<file path="config.mk">
export PLATFORM = sky130hd
export DESIGN_NAME = row_buffer_scheduler
export DESIGN_NICKNAME = d
export VERILOG_FILES = /design/src/rtl/video_pkg.sv /design/src/rtl/row_buffer_scheduler_bank_port_mux.sv /design/src/rtl/row_buffer_scheduler.sv
export SDC_FILE = /design/constraint.sdc
export NUM_CORES = 1
export LEC_CHECK = 0
export CAP_MARGIN = 25
export CORE_MARGIN = 8
export CORE_UTILIZATION = 33
export CTS_CLUSTER_DIAMETER = 40
export DETAILED_ROUTE_END_ITERATION = 10
export GPL_ROUTABILITY_DRIVEN = 0
export GPL_TIMING_DRIVEN = 0
export HOLD_SLACK_MARGIN = 0.05
export PLACE_DENSITY = 0.87
export RECOVER_POWER = 100
export SYNTH_ARGS = -nofsm -noshare
export SYNTH_HDL_FRONTEND = slang
export SYNTH_HIERARCHICAL = 1
export SYNTH_SLANG_ARGS = --single-unit
</file>
<file path="constraint.sdc">
create_clock -name clk -period 3.5 [get_ports clk]
set_input_delay 0.35 -clock clk [delete_from_list [all_inputs] [get_ports clk]]
set_output_delay 0.35 -clock clk [all_outputs]
set_load 0.01 [all_outputs]
</file>
<file path="src/rtl/video_pkg.sv">
// video_pkg -- shared definitions for the scanline double-buffer path.
// Used by row_buffer_scheduler, its bank_port_mux instances and the row drawer,
// so row geometry, pixel width and scheduler state encoding agree everywhere.
package video_pkg;

    localparam int ROW_WIDTH = 480;  // pixels per scanline
    localparam int PIXEL_W   = 24;   // bits per pixel
    localparam int ADDR_W    = 9;    // column address width (covers ROW_WIDTH)

    typedef enum logic [1:0] {
        ST_IDLE  = 2'd0,
        ST_CLEAR = 2'd1,
        ST_DRAW  = 2'd2
    } sched_state_t;

    // Column index of the last pixel in a row of the given width.
    function automatic logic [ADDR_W-1:0] last_col(input int row_width);
        return ADDR_W'(row_width - 1);
    endfunction

endpackage

</file>
<file path="src/rtl/row_buffer_scheduler_bank_port_mux.sv">
// bank_port_mux -- drives one row-buffer RAM port.
// When the bank is the front bank the port is a pure scanout read
// (addr = scan_addr, wren = 0); otherwise it carries the back-bank
// access chosen by the scheduler (clear or drawer write).
// Ports:
//   is_front   in   1        this bank is currently being scanned out
//   scan_addr  in   ADDR_W   scanout read column
//   back_addr  in   ADDR_W   back-bank address (clear counter or drawer)
//   back_data  in   PIXEL_W  back-bank write data
//   back_wren  in   1        back-bank write enable
//   ram_addr   out  ADDR_W   RAM port address
//   ram_data   out  PIXEL_W  RAM port write data
//   ram_wren   out  1        RAM port write enable
module bank_port_mux #(
    parameter int PIXEL_W = video_pkg::PIXEL_W
) (
    input  logic                        is_front,
    input  logic [video_pkg::ADDR_W-1:0] scan_addr,
    input  logic [video_pkg::ADDR_W-1:0] back_addr,
    input  logic [PIXEL_W-1:0]          back_data,
    input  logic                        back_wren,
    output logic [video_pkg::ADDR_W-1:0] ram_addr,
    output logic [PIXEL_W-1:0]          ram_data,
    output logic                        ram_wren
);

    // NOTE: every output gets a value before any branch so no latch is inferred.
    always_comb begin
        ram_addr = back_addr;
        ram_data = back_data;
        ram_wren = back_wren;
        if (is_front) begin
            ram_addr = scan_addr;
            ram_data = '0;
            ram_wren = 1'b0;
        end
    end

endmodule

</file>
<file path="src/rtl/row_buffer_scheduler.sv">
// row_buffer_scheduler -- ping-pong row buffer control for scanline rendering.
// On each line_start the banks swap roles: the freshly drawn back bank becomes
// the front (scanout) bank, and the new back bank is cleared to bg_color over
// ROW_WIDTH cycles. After the clear, swap tells the row drawer to start, and
// drawer writes pass straight through to the back bank until the next line.
// Ports:
//   clk, rst_n                    clock, async active-low reset
//   line_start                    1-cycle pulse at start of a scanline
//   bg_color                      pixel written during clear
//   drw_addr/drw_data/drw_wren    row drawer write port (honoured in DRAW only)
//   swap                          1-cycle pulse: drawer may start next row
//   scan_addr / scan_data         scanout read; data one cycle after address
//   ram_a_* / ram_b_*             bank RAM ports (1-cycle read latency)
//   front_bank                    0: A is front, 1: B is front
//   overrun                       sticky: line_start arrived mid-clear
module row_buffer_scheduler #(
    parameter int ROW_WIDTH = video_pkg::ROW_WIDTH,
    parameter int PIXEL_W   = video_pkg::PIXEL_W
) (
    input  logic                         clk,
    input  logic                         rst_n,
    input  logic                         line_start,
    input  logic [PIXEL_W-1:0]           bg_color,
    input  logic [video_pkg::ADDR_W-1:0] drw_addr,
    input  logic [PIXEL_W-1:0]           drw_data,
    input  logic                         drw_wren,
    output logic                         swap,
    input  logic [video_pkg::ADDR_W-1:0] scan_addr,
    output logic [PIXEL_W-1:0]           scan_data,
    output logic [video_pkg::ADDR_W-1:0] ram_a_addr,
    output logic [PIXEL_W-1:0]           ram_a_data,
    output logic                         ram_a_wren,
    input  logic [PIXEL_W-1:0]           ram_a_q,
    output logic [video_pkg::ADDR_W-1:0] ram_b_addr,
    output logic [PIXEL_W-1:0]           ram_b_data,
    output logic                         ram_b_wren,
    input  logic [PIXEL_W-1:0]           ram_b_q,
    output logic                         front_bank,
    output logic                         overrun
);

    import video_pkg::*;

    localparam logic [ADDR_W-1:0] LAST_COL = last_col(ROW_WIDTH);

    sched_state_t      state_q;
    logic [ADDR_W-1:0] clear_cnt_q;
    logic              front_bank_q;
    logic              swap_q;
    logic              overrun_q;
    logic              scan_sel_q;

    logic [ADDR_W-1:0]  back_addr;
    logic [PIXEL_W-1:0] back_data;
    logic               back_wren;

    // Scheduler FSM. Any line_start restarts the clear from column 0 with the
    // banks swapped; arriving before the clear finished is flagged as overrun.
    // NOTE: sequential state uses non-blocking assignments so every register
    // samples pre-edge values regardless of statement order.
    always_ff @(posedge clk or negedge rst_n) begin
        if (!rst_n) begin
            state_q      <= ST_IDLE;
            clear_cnt_q  <= '0;
            front_bank_q <= 1'b0;
            swap_q       <= 1'b0;
            overrun_q    <= 1'b0;
        end else begin
            swap_q <= 1'b0;
            case (state_q)
                ST_IDLE, ST_DRAW: begin
                    if (line_start) begin
                        front_bank_q <= ~front_bank_q;
                        clear_cnt_q  <= '0;
                        state_q      <= ST_CLEAR;
                    end
                end
                ST_CLEAR: begin
                    if (line_start) begin
                        overrun_q    <= 1'b1;
                        front_bank_q <= ~front_bank_q;
                        clear_cnt_q  <= '0;
                    end else if (clear_cnt_q == LAST_COL) begin
                        // Last column is being written this cycle.
                        swap_q      <= 1'b1;
                        clear_cnt_q <= '0;
                        state_q     <= ST_DRAW;
                    end else begin
                        clear_cnt_q <= clear_cnt_q + 1'b1;
                    end
                end
                default: state_q <= ST_IDLE;
            endcase
        end
    end

    // Read-data select follows front_bank one cycle late, matching RAM latency,
    // so a read issued just before a toggle returns data from the old bank.
    always_ff @(posedge clk or negedge rst_n) begin
        if (!rst_n) scan_sel_q <= 1'b0;
        else        scan_sel_q <= front_bank_q;
    end

    // Back-bank access source: clear counter, drawer, or nothing.
    always_comb begin
        back_addr = '0;
        back_data = '0;
        back_wren = 1'b0;
        case (state_q)
            ST_CLEAR: begin
                back_addr = clear_cnt_q;
                back_data = bg_color;
                back_wren = 1'b1;
            end
            ST_DRAW: begin
                back_addr = drw_addr;
                back_data = drw_data;
                back_wren = drw_wren;
            end
            default: ;
        endcase
    end

    bank_port_mux #(.PIXEL_W(PIXEL_W)) u_bank_a (
        .is_front  (~front_bank_q),
        .scan_addr (scan_addr),
        .back_addr (back_addr),
        .back_data (back_data),
        .back_wren (back_wren),
        .ram_addr  (ram_a_addr),
        .ram_data  (ram_a_data),
        .ram_wren  (ram_a_wren)
    );

    bank_port_mux #(.PIXEL_W(PIXEL_W)) u_bank_b (
        .is_front  (front_bank_q),
        .scan_addr (scan_addr),
        .back_addr (back_addr),
        .back_data (back_data),
        .back_wren (back_wren),
        .ram_addr  (ram_b_addr),
        .ram_data  (ram_b_data),
        .ram_wren  (ram_b_wren)
    );

    assign scan_data  = scan_sel_q ? ram_b_q : ram_a_q;
    assign swap       = swap_q;
    assign front_bank = front_bank_q;
    assign overrun    = overrun_q;

endmodule

</file>
# Word level (Yosys, flattened, before mapping)
# Cells that the tools add are included.
[totals]
mem_count = 0
word_cells = 43
mem_bits_ro = 0
ff_bits = 15
out_inout_bits = 95
latchBits = 0
in_bits = 118
ram_bits = 0
[classes]
multipliers = 0
n_div = 0
n_eq_ne = 6
n_addsub = 1
magnitude_cmp = 0
mux = 21
shift = 0
bitwise = 1
reduce_logical = 8
[ops]
columns = ["op", "count"]
rows = [
  ["two-way mux 24 bit", 3],
  ["one-hot mux 24 bit (2 select lines)", 1],
  ["two-way mux 9 bit", 5],
  ["one-hot mux 9 bit (2 select lines)", 2],
  ["adder 9 x 1 -> 9 bit, second input constant", 1],
  ["equality test 9 bit, second input constant", 1],
  ["two-way mux 2 bit", 3],
  ["!= test 2 bit, second input constant", 3],
  ["AND reduction 2 bit", 3],
  ["two-way mux 1 bit", 5],
  ["one-hot mux 2 bit (2 select lines)", 1],
  ["AND reduction 3 bit", 1],
  ["OR reduction 3 bit", 1],
  ["equality test 2 x 1 -> 1 bit, second input constant", 1],
  ["equality test 2 bit, second input constant", 1],
  ["logical NOT 2 bit", 1],
  ["one-hot mux 1 bit (2 select lines)", 1],
  ["nonzero test 2 bit", 1],
  ["OR reduction 2 bit", 1],
  ["inverter 1 bit", 1],
]

# Longest topological paths before layout
# Gate-level depths: netlist of run 1.
[logic_depth]
word_depth = 4
mapped_depth = 7
mapped_depth_nobuf = 6

# By module
# Netlist of run 1, hierarchy kept.
[modules_own_cells]
columns = ["module", "cells_each", "area_each_um2", "n_inst", "seq_area_each_um2"]
rows = [
  ["row_buffer_scheduler", 183, 1605.3, 1, 375.4],
  ["bank_port_mux", 38, 319.1, 2, 0.0],
]

# Worst setup path after synthesis of run 1
# OpenSTA, ideal clock, no wires.
[synth_path]
path_kind = "register to output"
start = "reg state_q[1]"
end = "out ram_a_data[22]"
path_stages_with_launch = 8
required_ns = 3.150
slack_ns = 1.464
path_buffers = 2
arrival_time_ns = 1.686
path_cell_list = "dfrtp_1 > inv_1 > ha_1 > clkbuf_1 > buf_1 > a22oi_1 > nor2b_1 > nor2b_1"
[synth_between]
elab_chain_len = 3
word_cells_on_any_way = 4
classes_between = "eq/ne: 2; mux: 2"
[synth_rtl]
columns = ["item", "line_no", "text"]
rows = [
  ["start: declaration", "row_buffer_scheduler.sv:46", "sched_state_t state_q;"],
  ["start signal: assignment", "row_buffer_scheduler.sv:63", "state_q <= ST_IDLE;"],
  ["start signal: assignment", "row_buffer_scheduler.sv:75", "state_q <= ST_CLEAR;"],
  ["start signal: assignment", "row_buffer_scheduler.sv:87", "state_q <= ST_DRAW;"],
  ["equality test 2 bit or equality test 2 x 1 -> 1 bit (tied branches)", "row_buffer_scheduler.sv:109", "case (state_q)"],
  ["one-hot mux 24 bit (2 select lines) *", "row_buffer_scheduler.sv:109", ""],
  ["named net back_data[22]", "row_buffer_scheduler.sv:54", "logic [PIXEL_W-1:0] back_data;"],
  ["two-way mux 24 bit *", "row_buffer_scheduler_bank_port_mux.sv:32", "if (is_front) begin"],
  ["end: declaration", "row_buffer_scheduler.sv:31", "output logic [PIXEL_W-1:0] ram_a_data,"],
]
# The timed path passes the listed nets; every way through them passes the cells marked *.

# Worst setup path in the final report of run 1
[layout_path]
start = "reg state_q[1]"
end = "out ram_a_addr[7] (netlist name)"
[layout_between]
elab_chain_len = 3
word_cells_on_any_way = 4
classes_between = "eq/ne: 2; mux: 2"
[layout_rtl]
columns = ["item", "line_no", "text"]
rows = [
  ["equality test 2 bit or equality test 2 x 1 -> 1 bit (tied branches)", "row_buffer_scheduler.sv:109", ""],
  ["one-hot mux 9 bit (2 select lines) *", "row_buffer_scheduler.sv:109", ""],
  ["named net back_addr[7]", "row_buffer_scheduler.sv:53", "logic [ADDR_W-1:0] back_addr;"],
  ["two-way mux 9 bit *", "row_buffer_scheduler_bank_port_mux.sv:32", ""],
  ["end: declaration", "row_buffer_scheduler.sv:30", "output logic [video_pkg::ADDR_W-1:0] ram_a_addr,"],
]
# Marks and branches as above.

==> impl_metrics.json, run 1 <==
{
  "hold_viol": 0,
  "root_buffer": "clkbuf_8",
  "area_growth_syn_to_layout_pct": 100,
  "slowest_stage": "dlygate4sd3_1",
  "place_inst": 551,
  "path_cells": "inv_1, ha_1, clkbuf_2, clkbuf_1, a22oi_1, nor2b_1, mux2_4, dlygate4sd3_1",
  "powerDensity_nw_per_um2": 558,
  "path_class": "reg -> out",
  "synth.area.top_cells": "nor2b_1 (21%), dfrtp_1 (17%), mux2_2 (16%), a22oi_1 (11%), mux2_4 (7.4%)",
  "first_iter_violations": 114,
  "p_leak_nw": 1.92,
  "start_util": 0.336,
  "fin_crit_sh": 0.932,
  "cp.required_ns": 3.15,
  "antennaDiodeCount": 0,
  "die_area_um2": 9690,
  "synthAdderAreaFrac": 0.0390,
  "ys_ff_latch": 15,
  "ff2ff_setup_slack_ns": 1.27,
  "synth_mux_area_frac": 0.234,
  "cts_made_buffers": 3,
  "netlist_instances": 259,
  "maxCapViolations": 0,
  "crit_fanout": 10,
  "synth_compound_area_frac": 0.146,
  "avgSynthCellArea_um2": 8.66,
  "grt_overflow": 0,
  "clk_pin_slew_ns": 0.06,
  "synth_top_family_by_area": "simple AND/OR/NAND/NOR gates",
  "synth-simple-area-share": 0.323,
  "cts.sinks": 15,
  "worstSkewPairLatency_ns": 0.25,
  "synth_top_area_share": 0.212,
  "core_um2": 6680,
  "cts_tree": "yes",
  "max-slew-margin-rel": 0.532,
  "fin_skew_ns": 0.000713,
  "yosysWarnings": 6,
  "portBuffers": 212,
  "report.final.slew_viol_count": 0,
  "drc": 0,
  "worstSetupEndpointType": "output port",
  "via_per_inst": 4.95,
  "min_path_type": "reg -> reg",
  "drt_pass1_iterations": 4,
  "dieHeight_um": 98.5,
  "synth_cell_types": 34,
  "cts_buffer_depth": 2,
  "status": "finished, final reports clean",
  "grt_first_pass_wirelength_mm": 16.5,
  "via_count": 2747,
  "fin_nets": 601,
  "io_pins": 213,
  "dp_hpwl_mm": 9.21,
  "tightest_slew_ns": 0.699,
  "h-tree-depth": 1,
  "slowest_delay_ns": 0.62,
  "drive_above_1_share": 0.118,
  "synth_top_area_cell": "nor2b_1",
  "ys_seq_area_frac": 0.167,
  "antenna_found_initial": 0,
  "grt_max_degree": 16,
  "min_period_ns": 3.26,
  "ctsHoldBuffers": 0,
  "grt_usage": 0.211,
  "rsz0062_at_grt": "no",
  "start_kind": "flop",
  "ir_drop_mv": 0.292,
  "row_count": 30,
  "netlist_area_um2": 2240,
  "dieWidth_um": 98.5,
  "finalNonFillerCells": 555,
  "max_freq_mhz": 307,
  "setup_viol": 0,
  "wl_mm": 10.7,
  "worst_ep_arrival_time_ns": 2.91,
  "synth_fp_nets": 384,
  "ant_nets": 0,
  "grt_pass1_vias": 2909,
  "power.total_w": 0.00251,
  "wire_per_inst_um": 19.2,
  "synth_xor_area_frac": 0.0273,
  "fin_setup_tns_ns": 0
}
==> Yosys cell counts <==
library cell	instances
mux2_4	11
and2b_1	10
nand2b_1	2
o41ai_2	1
o21ba_2	1
a32o_1	1
dfrtp_1	15
or2_2	1
clkbuf_1	10
nor2b_1	76
a22oi_1	33
nor2_1	12
buf_8	2
nand4_2	1
o21ai_0	2
buf_2	7
buf_1	1
ha_1	7
a21oi_2	1
xnor2_1	7
nand2_1	6
a21oi_1	1
nor4_1	2
nor3_1	1
nand3_1	4
nor4b_1	1
inv_1	3
nand4b_1	1
or3_1	1
a21o_1	2
buf_6	2
o21ai_1	1
mux2_2	32
nor4b_2	1
==> report_power, final <==
| part | internal [W] | total, W | switching, W | leakage, nW |
|---|---|---|---|---|
| registers | 0.000203 | 0.000239 | 0.0000364 | 0.196 |
| logic | 0.00113 | 0.00212 | 0.000992 | 1.70 |
| clock network | 0.0000808 | 0.000144 | 0.0000633 | 0.0228 |
| total | 0.00141 | 0.00251 | 0.00109 | 1.92 |
==> cells by family (layout without fill, tap and decap cells) <==
family	Yosys count	after routing
and+or+nand+nor	119	119
AOI/OAI and AO/OA	43	43
muxes	43	43
buffers and inverters	25	241
DFF	15	15
adders and majority gates	7	7
xor gates and xnor gates	7	7
==> metrics by stage <==
step	worst slack, ns	util	area, µm²	hold slack [ns]
floorplan	1.46	-	2240	0.0544
global placement	0.424	0.668	4470	0.440
detailed placement	0.380	0.668	4470	0.447
CTS	0.0871	0.675	4510	0.472
global route	0.0640	0.672	4490	0.478
finish	0.239	0.672	4490	0.456
==> repair_timing <==
| action | 4_1_cts | 5_1_grt |
|---|---|---|
| setup buffers | 0 | 0 |
| resized for setup | 0 | 4 |
| endpoints found under the setup margin | 0 | 30 |
| endpoints found under the hold margin | 0 | 0 |
==> worst max-delay path: cells and delay by family (launching register included) <==
kind | cells | cell delay (ns)
buf+inv | 4 | 1.45
fa+ha+maj | 1 | 0.24
mux | 1 | 0.16
flops | 1 | 0.44
compound gates | 1 | 0.17
simple gates | 1 | 0.20
==> path summary, 6_finish.rpt <==
path / depth (start not counted) / end / startpoint
min: 1 / overrun / overrun
max reg2reg: 7 / clear_cnt_q[7] / state_q[0]
max: 8 / ram_a_addr[7] / state_q[1]
max in group asynchronous: 1 / scan_sel_q / rst_n
min in group asynchronous: 1 / clear_cnt_q[0] / rst_n
min reg2reg: 1 / overrun / overrun
==> placed cells by master (no fill, tap or decap), types with 2 or more instances in the layout <==
cell | synthesis | routed
buf_6 | 2 | 2
clkbuf_2 | 0 | 2
nor2b_1 | 76 | 76
dlygate4sd3_1 | 0 | 89
clkbuf_1 | 10 | 12
a21oi_1 | 1 | 2
o21ai_0 | 2 | 2
inv_1 | 3 | 3
a21o_1 | 2 | 2
buf_2 | 7 | 5
nor2_1 | 12 | 12
dfrtp_1 | 15 | 15
ha_1 | 7 | 7
mux2_4 | 11 | 11
nand2b_1 | 2 | 2
a22oi_1 | 33 | 33
clkbuf_8 | 0 | 3
and2b_1 | 10 | 10
nor4_1 | 2 | 2
mux2_1 | 0 | 3
xnor2_1 | 7 | 7
mux2_2 | 32 | 29
nand3_1 | 4 | 4
clkdlybuf4s50_1 | 0 | 123
buf_8 | 2 | 2
nand2_1 | 6 | 6
==> sequential cells by signal (all words and copies together), names as in the netlist <==
name	cells
overrun	1
state_q	2
clear_cnt_q	9
scan_sel_q	1
swap	1
front_bank	1
==> per-layer routing <==
metal | vias to the layer above | share of wire | global-route usage
li1 | 1338 | - | -
met1 | 1280 | 0.37 | 0.227
met5 | - | 0 | 0
met2 | 111 | 0.54 | 0.400
met3 | 18 | 0.068 | 0.0507
met4 | 0 | 0.020 | 0.0543
==> area by class of cell <==
cell class,instances,area [µm²]
fillers,544,2190
repair buffers,212,2120
multi-input cells,219,1710
flip-flops and latches,15,375
plain buffers,22,129
well taps,80,100
clock buffers,4,45.0
inverters,3,11.3
Power figures use the tool's default switching activity.
==> inputs of run 2 (changes only) <==
CORE_UTILIZATION = 34   (was 33)
CTS_BUF_LIST = sky130_fd_sc_hd__clkbuf_4 sky130_fd_sc_hd__clkbuf_8   (was unset)
PLACE_DENSITY = 0.89   (was 0.87)
==> run 2 against run 1 <==
Effect of this change:
- non-clock buffer count is the same
- register-to-register slack better by 0.17 ns
- clock power grew 3%
- final cell count is 0.54% lower
- largest power group unchanged
- largest cell class unchanged
- global-route usage up 1.3 points
- critical path depth did not move
==> impl_metrics.json, run 2 (synthesis gave the netlist of run 1 again) <==
{
  "wire_per_inst_um": 20.3,
  "report.final.slew_viol_count": 0,
  "hold_slack_ns": 0.448,
  "clk_pin_slew_ns": 0.06,
  "power.total_w": 0.00263,
  "cts-resized-gates": 0,
  "rr_endpoint": "state_q[0]",
  "cts_made_buffers": 3,
  "grt_overflow": 0,
  "cts_setup_buffers": 0,
  "grtUsageMet2": 0.420,
  "worst_ep_arrival_time_ns": 3.00,
  "path_class": "reg -> out",
  "setup_viol": 0,
  "antenna_found_initial": 0,
  "via_per_inst": 4.99,
  "grt_first_pass_wirelength_mm": 17.0,
  "fin_nets": 601,
  "die_area_um2": 9450,
  "slowest_delay_ns": 0.56,
  "p_leak_nw": 1.73,
  "ctsHoldBuffers": 0,
  "h-tree-depth": 1,
  "row_count": 29,
  "dieHeight_um": 97.2,
  "use_met1": 0.254,
  "rsz0062_at_grt": "yes",
  "grt_usage": 0.224,
  "drt_pass1_iterations": 4,
  "tightest_slew_ns": 0.684,
  "busiest_layer": "met2",
  "hold_viol": 0,
  "io_pins": 213,
  "grt_max_degree": 16,
  "wl_mm": 11.2,
  "start_util": 0.353,
  "status": "finished, final reports clean",
  "dieWidth_um": 97.2,
  "via_count": 2753,
  "core_um2": 6350,
  "hold_path.startpoint": "front_bank",
  "dp_hpwl_mm": 9.62,
  "worstHoldPathCells": 0,
  "path_cells": "inv_1, ha_1, clkbuf_1, clkbuf_1, a22oi_1, nor2b_1, nor2b_1, clkdlybuf4s50_1",
  "fin_crit_sh": 0.958,
  "min_period_ns": 3.35,
  "largest_reg_flops": 9,
  "min_path_type": "reg -> reg",
  "grt_use_met3": 0.0427,
  "antennaDiodeCount": 0,
  "area_growth_syn_to_layout_pct": 101,
  "portBuffers": 212,
  "root_buffer": "clkbuf_8",
  "final_common_cell": "clkdlybuf4s50_1",
  "layout_common_cells": "clkdlybuf4s50_1 (207), nor2b_1 (76), a22oi_1 (33), mux2_2 (32), dfrtp_1 (15)",
  "ff2ff_setup_slack_ns": 1.44,
  "grt_pass1_vias": 2798,
  "worstSkewPairLatency_ns": 0.26,
  "slowest_stage": "clkdlybuf4s50_1",
  "drive_above_1_share": 0.131,
  "powerDensity_nw_per_um2": 583,
  "setup.worst_path.start": "state_q[1]",
  "maxCapViolations": 0,
  "first_iter_violations": 92,
  "stdcell_area_um2": 4500,
  "hold_path_end": "scan_sel_q",
  "cp.required_ns": 3.15,
  "cts_tree": "yes",
  "ant_nets": 0,
  "max_freq_mhz": 298,
  "reg2reg_from": "state_q[1]",
  "crit_fanout": 10,
  "worstSetupEndpointType": "output port",
  "start_kind": "flop",
  "fin_skew_ns": 0.00978,
  "dpl_cell_area_um2": 4460,
  "max-slew-margin-rel": 0.542,
  "reg2reg_depth": 6,
  "cts.sinks": 15,
  "top_register": "clear_cnt_q",
  "top_regs": "clear_cnt_q (9), state_q (2)",
  "ir_drop_mv": 0.360,
  "cts_buffer_depth": 2,
  "drc": 0
}
[run 2: cell types whose count changed in the layout (fill, tap and decap cells not counted), moves of 2 or more]
cell             previous run  this run
mux2_2                     29        32
clkbuf_2                    2         0
clkbuf_1                   12        10
dlygate4sd3_1              89         5
clkdlybuf4s50_1           123       207
mux2_1                      3         0
buf_2                       5         7
[run 2: layer usage]
layer | wire length, µm | vias up
met5 | 0 | -
met4 | 131 | 0
met3 | 706 | 9
met2 | 5920 | 118
met1 | 4450 | 1291
li1 | - | 1335
[run 2: how the worst max path moves through the flow]
stage | end | cells after the start
6_report | ram_b_data[12] | 8
5_1_grt | ram_b_data[12] | 8
4_1_cts | ram_a_addr[0] | 8
3_5_place_dp | ram_a_addr[0] | 8
3_3_place_gp | ram_b_addr[7] | 8
2_1_floorplan | ram_a_data[22] | 7
[run 2: power by group]
part / total [W] / internal, W / switching [W] / leakage, nW
clock network: 0.000149 / 0.0000792 / 0.0000697 / 0.0255
registers: 0.000235 / 0.000203 / 0.0000323 / 0.196
logic: 0.00224 / 0.00123 / 0.00101 / 1.51
total: 0.00263 / 0.00152 / 0.00111 / 1.73
[run 2: area by class of cell]
class / count / area (µm²)
fillers: 509 / 1850
repair buffers: 212 / 2120
multi-input cells: 219 / 1720
flip-flops and latches: 15 / 375
plain buffers: 22 / 129
clock inverters: 1 / 5.00
inverters: 3 / 11.3
clock buffers: 3 / 41.3
well taps: 77 / 96.3
[run 2: critical path, delay by kind of cell (launching register included)]
family          cells  cell delay [ns]
buf+inv             4             1.62
compound gates      1             0.16
flops               1             0.43
simple gates        2             0.35
fa+ha+maj           1             0.20
[run 2: stage by stage]
stage               setup slack [ns]  setup TNS [ns]  std cells   util
global route                 -0.0765          -0.606        552  0.709
floorplan                       1.46               0        259      -
global placement               0.491               0        548  0.703
CTS                           0.0881               0        552  0.710
finish                         0.146               0        552  0.709
detailed placement             0.404               0        548  0.703
